===== src/rtl/pwm_pkg.sv =====
// rtl/pwm_pkg.sv - shared state encoding and speed constants for the PWM ramp controller
package pwm_pkg;

    localparam int SPEED_W = 3;
    localparam logic [SPEED_W-1:0] SPEED_MAX = 3'd7;

    typedef enum logic [1:0] {
        IDLE = 2'd0,
        RAMP = 2'd1,
        HOLD = 2'd2
    } pwm_state_e;

endpackage


===== src/rtl/pwm_dwell_timer.sv =====
// rtl/pwm_dwell_timer.sv - dwell counter pacing one speed step per DWELL_CYCLES clocks
//
// Ports:
//   clk, rst_n : clock, asynchronous active-low reset
//   clr_i      : force the count to 0 (has priority over en_i)
//   en_i       : count 0..DWELL_CYCLES-1, wrapping to 0 after the terminal count
//   tc_o       : count is at DWELL_CYCLES-1
module pwm_dwell_timer #(
    parameter int DWELL_CYCLES = 1000,
    parameter int DWELL_W      = 16
) (
    input  logic clk,
    input  logic rst_n,
    input  logic clr_i,
    input  logic en_i,
    output logic tc_o
);

    localparam logic [DWELL_W-1:0] TC_VAL = DWELL_W'(DWELL_CYCLES - 1);

    logic [DWELL_W-1:0] cnt_q;
    logic [DWELL_W-1:0] cnt_d;

    assign tc_o = (cnt_q == TC_VAL);

    always_comb begin
        cnt_d = cnt_q;
        if (clr_i) begin
            cnt_d = '0;
        end else if (en_i) begin
            cnt_d = tc_o ? '0 : cnt_q + DWELL_W'(1);
        end
    end

    always_ff @(posedge clk or negedge rst_n) begin
        if (!rst_n) begin
            cnt_q <= '0;
        end else begin
            cnt_q <= cnt_d;
        end
    end

endmodule


===== src/rtl/pwm_ramp_ctrl.sv =====
// rtl/pwm_ramp_ctrl.sv - motor speed ramp FSM (IDLE/RAMP/HOLD) driving a PWM generator
//
// Ports:
//   clk, rst_n    : clock, asynchronous active-low reset
//   fault_i       : external trip (only with PWM_FAULT_EN)
//   fault_o       : latched trip   (only with PWM_FAULT_EN)
//   run_i         : 1 = ramp toward target_i, 0 = ramp down to 0 and stop
//   target_i      : requested speed code 0..7
//   pwm_en_o      : PWM generator enable
//   pwm_speed_o   : current speed code
//   busy_o        : high while ramping
//   at_target_o   : high while holding speed
// Optional feature macro: PWM_FAULT_EN
module pwm_ramp_ctrl
    import pwm_pkg::*;
#(
    parameter int DWELL_CYCLES = 1000,
    parameter int DWELL_W      = 16
) (
    input  logic               clk,
    input  logic               rst_n,
`ifdef PWM_FAULT_EN
    input  logic               fault_i,
    output logic               fault_o,
`endif
    input  logic               run_i,
    input  logic [SPEED_W-1:0] target_i,
    output logic               pwm_en_o,
    output logic [SPEED_W-1:0] pwm_speed_o,
    output logic               busy_o,
    output logic               at_target_o
);

    pwm_state_e         state_q, state_d;
    logic [SPEED_W-1:0] cur_q, cur_d;
    logic               pwm_en_q, pwm_en_d;
    logic               busy_q, busy_d;
    logic               at_target_q, at_target_d;
    logic [SPEED_W-1:0] eff;
    logic               cnt_en;
    logic               dwell_tc;
    logic               start_ok;

`ifdef PWM_FAULT_EN
    logic fault_q, fault_d;
    assign start_ok = !fault_q;
    assign fault_o  = fault_q;
`else
    assign start_ok = 1'b1;
`endif

    // The dwell counter only runs while there is still distance to cover;
    // otherwise it is held at 0 so every ramp starts with a full dwell.
    assign eff    = run_i ? target_i : '0;
    assign cnt_en = (state_q == RAMP) && (cur_q != eff);

    pwm_dwell_timer #(
        .DWELL_CYCLES (DWELL_CYCLES),
        .DWELL_W      (DWELL_W)
    ) u_dwell (
        .clk   (clk),
        .rst_n (rst_n),
        .clr_i (!cnt_en),
        .en_i  (cnt_en),
        .tc_o  (dwell_tc)
    );

    always_comb begin
        state_d = state_q;
        cur_d   = cur_q;
        case (state_q)
            IDLE: begin
                if (run_i && start_ok) begin
                    state_d = RAMP;
                end
            end
            RAMP: begin
                // Arrival check wins over stepping; direction is re-derived
                // at every step so a target change reverses without skipping.
                if (cur_q == eff) begin
                    state_d = run_i ? HOLD : IDLE;
                end else if (dwell_tc) begin
                    if (cur_q < eff && cur_q != SPEED_MAX) begin
                        cur_d = cur_q + 1'b1;
                    end else if (cur_q > eff && cur_q != '0) begin
                        cur_d = cur_q - 1'b1;
                    end
                end
            end
            HOLD: begin
                if (!run_i || target_i != cur_q) begin
                    state_d = RAMP;
                end
            end
            default: state_d = IDLE;
        endcase

`ifdef PWM_FAULT_EN
        // A trip overrides every transition; the latch is released only
        // once the operator has dropped run_i with the trip gone.
        fault_d = fault_q;
        if (fault_i) begin
            state_d = IDLE;
            cur_d   = '0;
            fault_d = 1'b1;
        end else if (!run_i) begin
            fault_d = 1'b0;
        end
`endif

        pwm_en_d    = (state_d != IDLE);
        busy_d      = (state_d == RAMP);
        at_target_d = (state_d == HOLD);
    end

    always_ff @(posedge clk or negedge rst_n) begin
        if (!rst_n) begin
            state_q     <= IDLE;
            cur_q       <= '0;
            pwm_en_q    <= 1'b0;
            busy_q      <= 1'b0;
            at_target_q <= 1'b0;
`ifdef PWM_FAULT_EN
            fault_q     <= 1'b0;
`endif
        end else begin
            state_q     <= state_d;
            cur_q       <= cur_d;
            pwm_en_q    <= pwm_en_d;
            busy_q      <= busy_d;
            at_target_q <= at_target_d;
`ifdef PWM_FAULT_EN
            fault_q     <= fault_d;
`endif
        end
    end

    assign pwm_en_o    = pwm_en_q;
    assign pwm_speed_o = cur_q;
    assign busy_o      = busy_q;
    assign at_target_o = at_target_q;

endmodule

===== config.mk =====
export PLATFORM = sky130hd
export DESIGN_NAME = pwm_ramp_ctrl
export DESIGN_NICKNAME = d
export VERILOG_FILES = /design/src/rtl/pwm_pkg.sv /design/src/rtl/pwm_dwell_timer.sv /design/src/rtl/pwm_ramp_ctrl.sv
export SDC_FILE = /design/constraint.sdc
export NUM_CORES = 1
export LEC_CHECK = 0
export ABC_AREA = 1
export CORE_UTILIZATION = 57
export CTS_CLUSTER_DIAMETER = 150
export CTS_CLUSTER_SIZE = 40
export DETAILED_ROUTE_END_ITERATION = 6
export MAX_ROUTING_LAYER = met4
export PLACE_DENSITY = 0.83
export SYNTH_ARGS = -nofsm -noshare
export SYNTH_HDL_FRONTEND = slang
export SYNTH_SLANG_ARGS = --single-unit

===== constraint.sdc =====
create_clock -name clk -period 2.5 [get_ports clk]
set_input_delay 0.375 -clock clk [delete_from_list [all_inputs] [get_ports clk]]
set_output_delay 0.375 -clock clk [all_outputs]
set_load 0.005 [all_outputs]

==> results.md, run 1 <==
- # rows: 17
- ANT nets after route: 0
- HPWL after DPL: 2250 um
- Pins Over Slew Limit: 0
- Max cap viols: 0
- First-pass GRT wire length: 5150 um
- Most frequent cells in the layout: nand2_1 (53), nor2_1 (33), inv_1 (27)
- Placed instance area: 1620 sq um
- CTS max path bufs: 2
- Post-synthesis sequential area ratio: 0.413
- Status: finished, final reports clean
- Slew margin rel.: 0.800
- Slowest stage delay, CP: 0.52 ns
- Final Total Pwr: 863 uW
- Synth Area per Inst: 7.34 sq um
- DR pass1 iterations: 4
- Die extent in x: 52.5 um
- Layout Area Growth over Synthesis: 13.7%
- Root buffer cell: clkbuf_4
- Met3 usage: 0.0377
- Critical Path Source Type: input port
- Simple-Gate Fraction of Synth Area: 0.401
- Slowest stage cell on the critical path: clkdlybuf4s50_1
- Clock insertion delay at the later pin of the skew report: 0.32 ns
- Post-CTS sizing: 0
- # hold bufs at CTS: 0
- Hold Path Class: in2async
- CTS tree: done
- CP Capture Type: register
- Antenna violations before repair: 0
- Ant diodes: 0
- I/O pin count: 12
- CP Data Arrival Time: 2.37 ns
- Layout cells sized above 1: 0.0837
- CP Cell Sequence: clkdlybuf4s50_1, nand2_1, ha_1, a21oi_1, nand3_1, fa_1, inv_1, nand3_1, nand2_1, nand2_1, nand2_1
- Setup_tns: 0 ns
- Initial cell density of the core: 0.633
- Pre-CTS setup slack: 0.0649 ns
- Largest family of logic cells by synthesized area: simple AND/OR/NAND/NOR gates
- Max frequency: 477 MHz
- Sw power: 259 uW
- H-tree depth: 1
- Setup Viol. Count Final: 0
- Multiplexer share of the synthesized area: 0
- Yosys cell types: 22
- DRT iter0 DRCs: 49
- Pwr Density: 522 nW/um^2
- Worst Skew: 0.00279 ns
- Post-Synthesis Cell Area: 1450 sq um
- Least-Margin Pin Slew: 0.301 ns
- Post-layout minimum cycle time: 2.10 ns
- Number of global-route vias before repair: 1,199
- Synth Area in Adders: 0.0482
- Final Hold Fails: 0
- Post-route DRC: 0
- Core area: 2300 sq um
- Buffer and inverter count on the worst path: 2
- Switching share of total power: 0.300
- Post-CTS Setup Bufs: 0
- Met2 Use GR: 0.441
- Largest net degree at the start of global routing: 25
- Post-layout instance area: 1650 sq um
- Drt wl/cell: 12.3 um
- Worst path required time: 2.78 ns
- Worst VDD drop: 0.000488 V
- Most common cell after layout, fill and taps aside: nand2_1
- Internal power: 604 uW
- GPL Wtd Cong: 0.926
- DR vias/cell: 5.31
- Synth Register Bits: 24
- Clock-pin slew on the worst setup and hold paths: 0.13 ns
- Clock Power Share: 0.243
- CP dominant cell by count: nand2_1
- Full die area: 2760 sq um
- Post-Syn Nets: 209
- Leakage power: 0.000752 uW
- Critical path type: in2reg
- Logic pwr share: 0.232
- Warnings from Yosys: 0
- PortBufs: 11
- Synth Area in Compound Gates: 0.0258
- Final setup margin: 0.402 ns
- Die height: 52.5 um
- Cells after synthesis: 198
- Delay-heaviest family, CP: adder cells
- Num CTS Buffers: 3
- DR vias: 1,290
- Final period utilization: 0.839
- Top Usage Layer GRT: met2
- Nets: 227
- Global route total overflow: 0
- Unrepaired setup endpoints after global routing: false
- XOR/XNOR Fraction of Synth Area: 0.0361
- Hold Slack: 0.382 ns
- Detailed Route WL: 3000 um
- GRT Overall Usage: 0.266
- Reg power frac: 0.525
- Clock sink count: 24
- Maximum fanout along the worst path: 4
- Met1 usage: 0.330
Yosys cell counts:
| master | instances | area [sq um] |
|---|---|---|
| nand2_1 | 53 | 199 |
| nor2_1 | 33 | 124 |
| inv_1 | 27 | 101 |
| dfrtp_1 | 24 | 601 |
| nand3_1 | 17 | 85.1 |
| a21oi_1 | 6 | 30.0 |
| nor3_1 | 6 | 30.0 |
| xor2_1 | 6 | 52.6 |
| ha_1 | 4 | 50.1 |
| nand4_1 | 4 | 25.0 |
| nor2_2 | 4 | 25.0 |
| nor3b_1 | 3 | 22.5 |
| nor3_2 | 2 | 20.0 |
| a21o_1 | 1 | 7.51 |
| buf_2 | 1 | 5.00 |
| fa_1 | 1 | 20.0 |
| inv_2 | 1 | 3.75 |
| nand2_2 | 1 | 6.26 |
| nand3_2 | 1 | 10.0 |
| nand3_4 | 1 | 17.5 |
| nand3b_1 | 1 | 7.51 |
| nor2_4 | 1 | 11.3 |
state kept, by name, indices dropped and copies added, names as in the netlist:
name,flops
u_dwell.cnt_q,16
busy_o,1
state_q,2
pwm_speed_o,3
at_target_o,1
pwm_en_o,1
through the flow:
stage / instances / util
2_1_floorplan: 198 / -
3_3_place_gp: 239 / 0.704
3_5_place_dp: 239 / 0.704
4_1_cts: 243 / 0.719
5_1_grt: 243 / 0.719
6_report: 243 / 0.719
worst reg2reg max path: cells and delay by family, from the launching register on:
kind                       cells  cell delay (ns)
AOI/OAI and AO/OA              1             0.21
adders and majority gates      2             0.78
buffers and inverters          1             0.07
DFF                            1             0.48
and+or+nand+nor                5             0.40
power by group through the flow:
stage	sequential (uW)	clock, uW	combinational, uW
finish	453	210	200
global route	456	238	226
CTS	453	217	203
detailed placement	460	0	202
global placement	458	0	195
floorplan	459	0	109
per-layer routing:
layer  wire length, um  share of wire
met5                 0              0
met4                51          0.017
met3               135          0.045
met2              1450           0.48
met1              1360           0.45
layout make-up:
class | count | area, sq um
flip-flops and latches | 24 | 601
inverters | 28 | 105
clock buffers | 4 | 36.3
fillers | 183 | 644
well taps | 28 | 35.0
repair buffers | 14 | 133
multi-input cells | 145 | 743
cell families (layout without fill, tap and decap cells):
group / count (synthesis) / count (layout)
AO/OA/AOI/OAI: 7 / 7
XOR/XNOR: 6 / 6
adder cells (fa/ha/maj): 5 / 5
buffers and inverters: 29 / 46
flip-flops: 24 / 24
AND/OR/NAND/NOR: 127 / 127
final timing paths:
check	startpoint	endpoint	slack (ns)	depth (start not counted)
worst max-delay path	run_i	pwm_speed_o[2]$_DFFE_PN0P_	0.40	11
worst min-delay path	rst_n	u_dwell.cnt_q[15]$_DFF_PN0_	0.38	2
worst max register to register	pwm_speed_o[2]$_DFFE_PN0P_	pwm_speed_o[2]$_DFFE_PN0P_	0.52	9
worst min register to register	u_dwell.cnt_q[0]$_DFF_PN0_	u_dwell.cnt_q[0]$_DFF_PN0_	0.53	1
max in group asynchronous	rst_n	at_target_o$_DFF_PN0_	1.89	2
min in group clk	u_dwell.cnt_q[0]$_DFF_PN0_	u_dwell.cnt_q[0]$_DFF_PN0_	0.53	1
No activity file was read; power rests on OpenSTA's default activity.
==> run 2, diff against run 1 <==
clock period = 2.08 ns   (was 2.5 ns; I/O delays follow)
==> run 2 against run 1 <==
  * First-iteration DRC count decreased by 47%
  * Sequential power up 20%
  * Clock-buffer cell count fell by 1
  * Utilization is 2.0 points higher
  * Design area is 2.7% higher
  * Largest cell class unchanged
  * Non-clock buffer count up 7
  * Largest power group unchanged
  * Combinational power up 28%
  * Via count rose by 1.7%
  * Flip-flop and latch count is the same
==> results.md, run 2 (synthesized netlist as in run 1, its figures left out) <==
- Status: finished, final reports clean
- Die height: 52.5 um (unchanged)
- Worst r2r src: pwm_speed_o[0]$_DFFE_PN0P_
- Largest reg by FF count: u_dwell.cnt_q
- Reg2Reg Depth: 11 (+2)
- Least-Margin Pin Slew: 0.322 ns (+0.0210 ns)
- Final setup margin: 0.166 ns (-0.236 ns)
- Clock sink count: 24 (unchanged)
- FF-to-FF setup slack: 0.23 ns (-0.29 ns)
- Num CTS Buffers: 3 (unchanged)
- FF+latch area: 601 sq um (unchanged)
- Largest net degree at the start of global routing: 25 (unchanged)
- ANT nets after route: 0 (unchanged)
- CTS tree: done
- DR vias/cell: 5.27 (-0.75%)
- Nets: 234 (+3.1%)
- DR vias: 1,312 (+1.7%)
- GRT Overall Usage: 0.276 (+0.00957)
- Number of global-route vias before repair: 1,295 (+8.0%)
- Core area: 2300 sq um (unchanged)
- Worst Skew: 0.00883 ns (+0.00604 ns)
- Final Hold Fails: 0 (unchanged)
- CP Capture Type: register
- GPL Wtd Cong: 0.854 (-7.8%)
- Reg-to-Reg End: pwm_speed_o[2]$_DFFE_PN0P_
- Worst VDD drop: 0.000544 V (+12%)
- Number of flip-flops in the largest register: 16 (unchanged)
- Max frequency: 522 MHz
- Critical path type: in2reg
- Post-layout minimum cycle time: 1.91 ns
- Critical Path Source Type: input port
- DR pass1 iterations: 4 (unchanged)
- Core Util, Final: 0.739 (+0.0196)
- Leakage power: 0.000790 uW (+5.0%)
- Clock-pin slew on the worst setup and hold paths: 0.13 ns (about the same)
- Multi-input gate area: 747 sq um (+0.50%)
- Most common cell after layout, fill and taps aside: nand2_1
- First-pass GRT wire length: 5330 um (+3.6%)
- Full die area: 2760 sq um (unchanged)
- Slew margin rel.: 0.786 (-0.0140)
- Antenna violations before repair: 0 (unchanged)
- Initial cell density of the core: 0.633 (unchanged)
- PortBufs: 11 (unchanged)
- DRT iter0 DRCs: 26 (-47%)
- Worst path required time: 2.34 ns (-0.44 ns)
- Pwr Density: 590 nW/um^2 (+13%)
- # hold bufs at CTS: 0 (unchanged)
- Layout cells sized above 1: 0.113 (+0.0294)
- Global route total overflow: 0 (unchanged)
- Detailed Route WL: 3050 um (+1.9%)
- Pre-CTS setup slack: -0.286 ns (-0.351 ns)
- HPWL after DPL: 2330 um (+3.8%)
- H-tree depth: 1 (unchanged)
- Filler cell count: 176 (-3.8%)
- Clock insertion delay at the later pin of the skew report: 0.32 ns (about the same)
- Final period utilization: 0.920
- Root buffer cell: clkbuf_4
- Max cap viols: 0 (unchanged)
- Ant diodes: 0 (unchanged)
- # rows: 17 (unchanged)
- Maximum fanout along the worst path: 3 (-1)
- Layout Area Growth over Synthesis: 16.8%
- Pins Over Slew Limit: 0 (unchanged)
- Drt wl/cell: 12.3 um (-0.52%)
- Most frequent cells in the layout: nand2_1 (53), nor2_1 (33), inv_1 (27)
- Post-route DRC: 0 (unchanged)
- CP Data Arrival Time: 2.18 ns (-0.19 ns)
- Hold Path Class: in2async
- I/O pin count: 12 (unchanged)
- Unrepaired setup endpoints after global routing: false
- Die extent in x: 52.5 um (unchanged)
- Setup Viol. Count Final: 0 (unchanged)
- CTS max path bufs: 2 (unchanged)
run 2: cell types whose count changed in the layout (fill, tap and decap cells not counted):
cell,previous run,this run
a21oi_1,6,5
buf_4,3,10
dlymetal6s2s_1,0,1
clkdlybuf4s50_1,11,10
clkbuf_8,1,0
a21oi_2,0,1
run 2: worst max path at each step:
stage	start	end
final	target_i[2]	pwm_speed_o[2]$_DFFE_PN0P_
after global routing	target_i[2]	pwm_speed_o[2]$_DFFE_PN0P_
after CTS	run_i	pwm_speed_o[2]$_DFFE_PN0P_
after detailed placement	run_i	pwm_speed_o[2]$_DFFE_PN0P_
after global placement	run_i	pwm_speed_o[2]$_DFFE_PN0P_
after floorplan	pwm_speed_o[2]$_DFFE_PN0P_	pwm_speed_o[2]$_DFFE_PN0P_
run 2: layout make-up:
type                    instances  area share
clock buffers                   3      0.0133
inverters                      28      0.0619
multi-input cells             145       0.440
flip-flops and latches         24       0.354
well taps                      28      0.0206
repair buffers                 21       0.111
run 2: worst max-delay path, stage by stage:
cell             delay [ns]
clkdlybuf4s50_1        0.48
nand2_1                0.06
ha_1                   0.32
a21oi_2                0.18
nand3_1                0.13
fa_1                   0.40
inv_1                  0.06
nand3_1                0.07
nand2_1                0.07
nand2_1                0.05
nand2_1                0.05
run 2: per-layer routing:
layer,wire [um],track usage,vias to the layer above
met2,1470,0.435,32
met4,73,0.132,0
li1,-,-,669
met1,1380,0.341,602
met5,0,-,-
met3,131,0.0493,9
run 2: metrics by stage:
step | instances | TNS, ns | total power (uW) | hold WS [ns] | cell area [sq um]
floorplan | 198 | 0 | 684 | 0.0164 | 1450
global placement | 245 | -0.399 | 799 | 0.500 | 1660
detailed placement | 245 | -0.609 | 808 | 0.522 | 1660
CTS | 248 | 0 | 1010 | 0.332 | 1680
global route | 249 | 0 | 1080 | 0.359 | 1700
finish | 249 | 0 | 1000 | 0.324 | 1700
run 2: power by group:
group / switching, uW / internal [uW] / total, uW
clock network: 135 / 67.9 / 203
registers: 30.2 / 514 / 544
logic: 139 / 116 / 255
run 2: timing repair:
| action | 4_1_cts | 5_1_grt |
|---|---|---|
| endpoints found under the setup margin | 0 | 1 |
| buffers inserted | 0 | 1 |
| resized for setup | 0 | 2 |
==> run 3, diff against run 2 <==
CORE_ASPECT_RATIO = 1.2   (was unset)
CORE_UTILIZATION = 40   (was 57)
PLACE_DENSITY = 0.65   (was 0.83)
clock period = 1.7 ns   (was 2.08 ns; I/O delays follow)
==> run 3 against run 2 <==
  * Global-route usage shrank 8.8 points
  * Sequential power grew 21%
  * Critical path type is now reg2reg
  * Sequential share of layout area shrank 2.0 points
  * Largest power group unchanged
  * Combinational power grew 35%
  * Final cell count grew 5.2%
  * Flip-flop and latch count is the same
  * Non-clock buffer count grew 3
  * Die area grew 41%
  * Critical path depth shrank 5
  * Highest routed layer unchanged
  * First-iteration DRC count grew 130%
  * Register-to-register slack lost 0.14 ns
  * Clock power grew 71%
==> results.md, run 3 (synthesized netlist as in run 1, its figures left out) <==
- Hold Path Class: in2async
- Max frequency: 620 MHz
- Final setup margin: 0.0869 ns (-0.0790 ns)
- Nets: 237 (+1.3%)
- Reg2Reg Depth: 6 (-5)
- CTS max path bufs: 2 (unchanged)
- HPWL after DPL: 2320 um (-0.46%)
- CP Capture Type: register
- ANT nets after route: 0 (unchanged)
- Clock sink count: 24 (unchanged)
- Worst r2r src: pwm_speed_o[2]$_DFFE_PN0P_
- Number of flip-flops in the largest register: 16 (unchanged)
- Most frequent cells in the layout: nand2_1 (50), nor2_1 (33), inv_1 (26)
- Critical path type: reg2reg
- Final Total Pwr: 1350 uW (+35%)
- GRT Overall Usage: 0.188 (-0.0880)
- Worst path required time: 1.92 ns (-0.42 ns)
- Placed instance area: 1720 sq um (+3.2%)
- Slew margin rel.: 0.795 (+0.00979)
- Least-Margin Pin Slew: 0.305 ns (-0.0163 ns)
- Max cap viols: 0 (unchanged)
- Largest net degree at the start of global routing: 25 (unchanged)
- Unrepaired setup endpoints after global routing: true
- CTS tree: done
- DR vias: 1,312 (unchanged)
- DR pass1 iterations: 4 (unchanged)
- Leakage power: 0.000823 uW (+4.3%)
- # rows: 23 (+6)
- Post-layout instance area: 1810 sq um (+6.3%)
- First-pass GRT wire length: 5350 um (+0.39%)
- Drt wl/cell: 11.6 um (-5.7%)
- Ant diodes: 0 (unchanged)
- PortBufs: 11 (unchanged)
- Antenna violations before repair: 0 (unchanged)
- Pre-CTS setup slack: -0.422 ns (-0.137 ns)
- Critical Path Source Type: register
- Core area: 3400 sq um (+48%)
- Die height: 68.0 um (+30%)
- Post-layout minimum cycle time: 1.61 ns
- I/O pin count: 12 (unchanged)
- Largest reg by FF count: u_dwell.cnt_q
- Full die area: 3880 sq um (+41%)
- Final period utilization: 0.949
- Clock insertion delay at the later pin of the skew report: 0.27 ns (-0.05 ns)
- Worst VDD drop: 0.000349 V (-36%)
- Worst Skew: 0.0103 ns (+0.00143 ns)
- Maximum fanout along the worst path: 3 (unchanged)
- Detailed Route WL: 3030 um (-0.75%)
- Root buffer cell: clkbuf_8
- DRT iter0 DRCs: 60 (+130%)
- DR vias/cell: 5.01 (-5.0%)
- Pwr Density: 747 nW/um^2 (+27%)
- Layout cells sized above 1: 0.169 (+0.0558)
- Setup_tns: 0 ns (unchanged)
- Status: finished, final reports clean
- Most common cell after layout, fill and taps aside: nand2_1
- Die extent in x: 57.0 um (+8.6%)
- Setup Viol. Count Final: 0 (unchanged)
- GPL Wtd Cong: 0.885 (+3.6%)
- Pins Over Slew Limit: 0 (unchanged)
- Global route total overflow: 0 (unchanged)
- FF-to-FF setup slack: 0.09 ns (-0.14 ns)
- Core Util, Final: 0.532 (-0.207)
- H-tree depth: 1 (unchanged)
- Clock-pin slew on the worst setup and hold paths: 0.09 ns (-0.04 ns)
- Initial cell density of the core: 0.428 (-0.205)
- Num CTS Buffers: 3 (unchanged)
- Layout Area Growth over Synthesis: 24.2%
- CP Data Arrival Time: 1.83 ns (-0.35 ns)
- Reg-to-Reg End: pwm_speed_o[1]$_DFFE_PN0P_
- Post-route DRC: 0 (unchanged)
- # hold bufs at CTS: 0 (unchanged)
- Final Hold Fails: 0 (unchanged)
- Number of global-route vias before repair: 1,230 (-5.0%)
## run 3: where the power goes
group	internal (uW)	total (uW)	switching (uW)	leakage, uW
clock network	168	348	180	0.0000228
registers	629	657	28.5	0.000325
logic	159	344	185	0.000475
## run 3: final cells by class
class	count	area, sq um
clock buffer	4	45.0
fill	341	1590
inverter	28	105
multi-input combinational	145	800
sequential	24	602
tap	37	46.3
timing repair buffer	24	208
## run 3: what timing repair did
| item | CTS | global route |
|---|---|---|
| setup endpoints to repair | 5 | 6 |
| setup buffers | 0 | 2 |
| pin swaps | 2 | 2 |
| gates resized for setup | 6 | 4 |
## run 3: worst max-delay path: stages, from the launching register on
cell and delay, ns:
dfrtp_1 0.43, ha_4 0.25, a21oi_4 0.14, nand3_2 0.11, fa_2 0.52, nand2_1 0.06
nand2_1 0.05
## run 3: worst max-delay path by stage
stage / startpoint / end / slack (ns) / cells past startpoint
6_report: pwm_speed_o[2]$_DFFE_PN0P_ / pwm_speed_o[1]$_DFFE_PN0P_ / 0.09 / 6
5_1_grt: pwm_speed_o[2]$_DFFE_PN0P_ / pwm_speed_o[2]$_DFFE_PN0P_ / -0.04 / 9
4_1_cts: pwm_speed_o[2]$_DFFE_PN0P_ / pwm_speed_o[1]$_DFFE_PN0P_ / 0.01 / 6
3_5_place_dp: run_i / pwm_speed_o[2]$_DFFE_PN0P_ / -0.42 / 11
3_3_place_gp: run_i / pwm_speed_o[2]$_DFFE_PN0P_ / -0.39 / 11
2_1_floorplan: pwm_speed_o[2]$_DFFE_PN0P_ / pwm_speed_o[2]$_DFFE_PN0P_ / 0.002 / 9
## run 3: per-stage QoR
| stage | hold slack, ns | instances |
|---|---|---|
| floorplan | -0.0406 | 198 |
| global placement | 0.506 | 256 |
| detailed placement | 0.520 | 256 |
| CTS | 0.345 | 260 |
| global route | 0.377 | 262 |
| finish | 0.328 | 262 |
## run 3: metal layers
| metal | vias to the layer above | part of all wire | global-route usage |
|---|---|---|---|
| met4 | 0 | 0.022 | 0.0915 |
| met3 | 5 | 0.019 | 0.0189 |
| met2 | 15 | 0.51 | 0.332 |
| li1 | 673 | - | - |
| met1 | 619 | 0.45 | 0.214 |
| met5 | - | 0 | - |
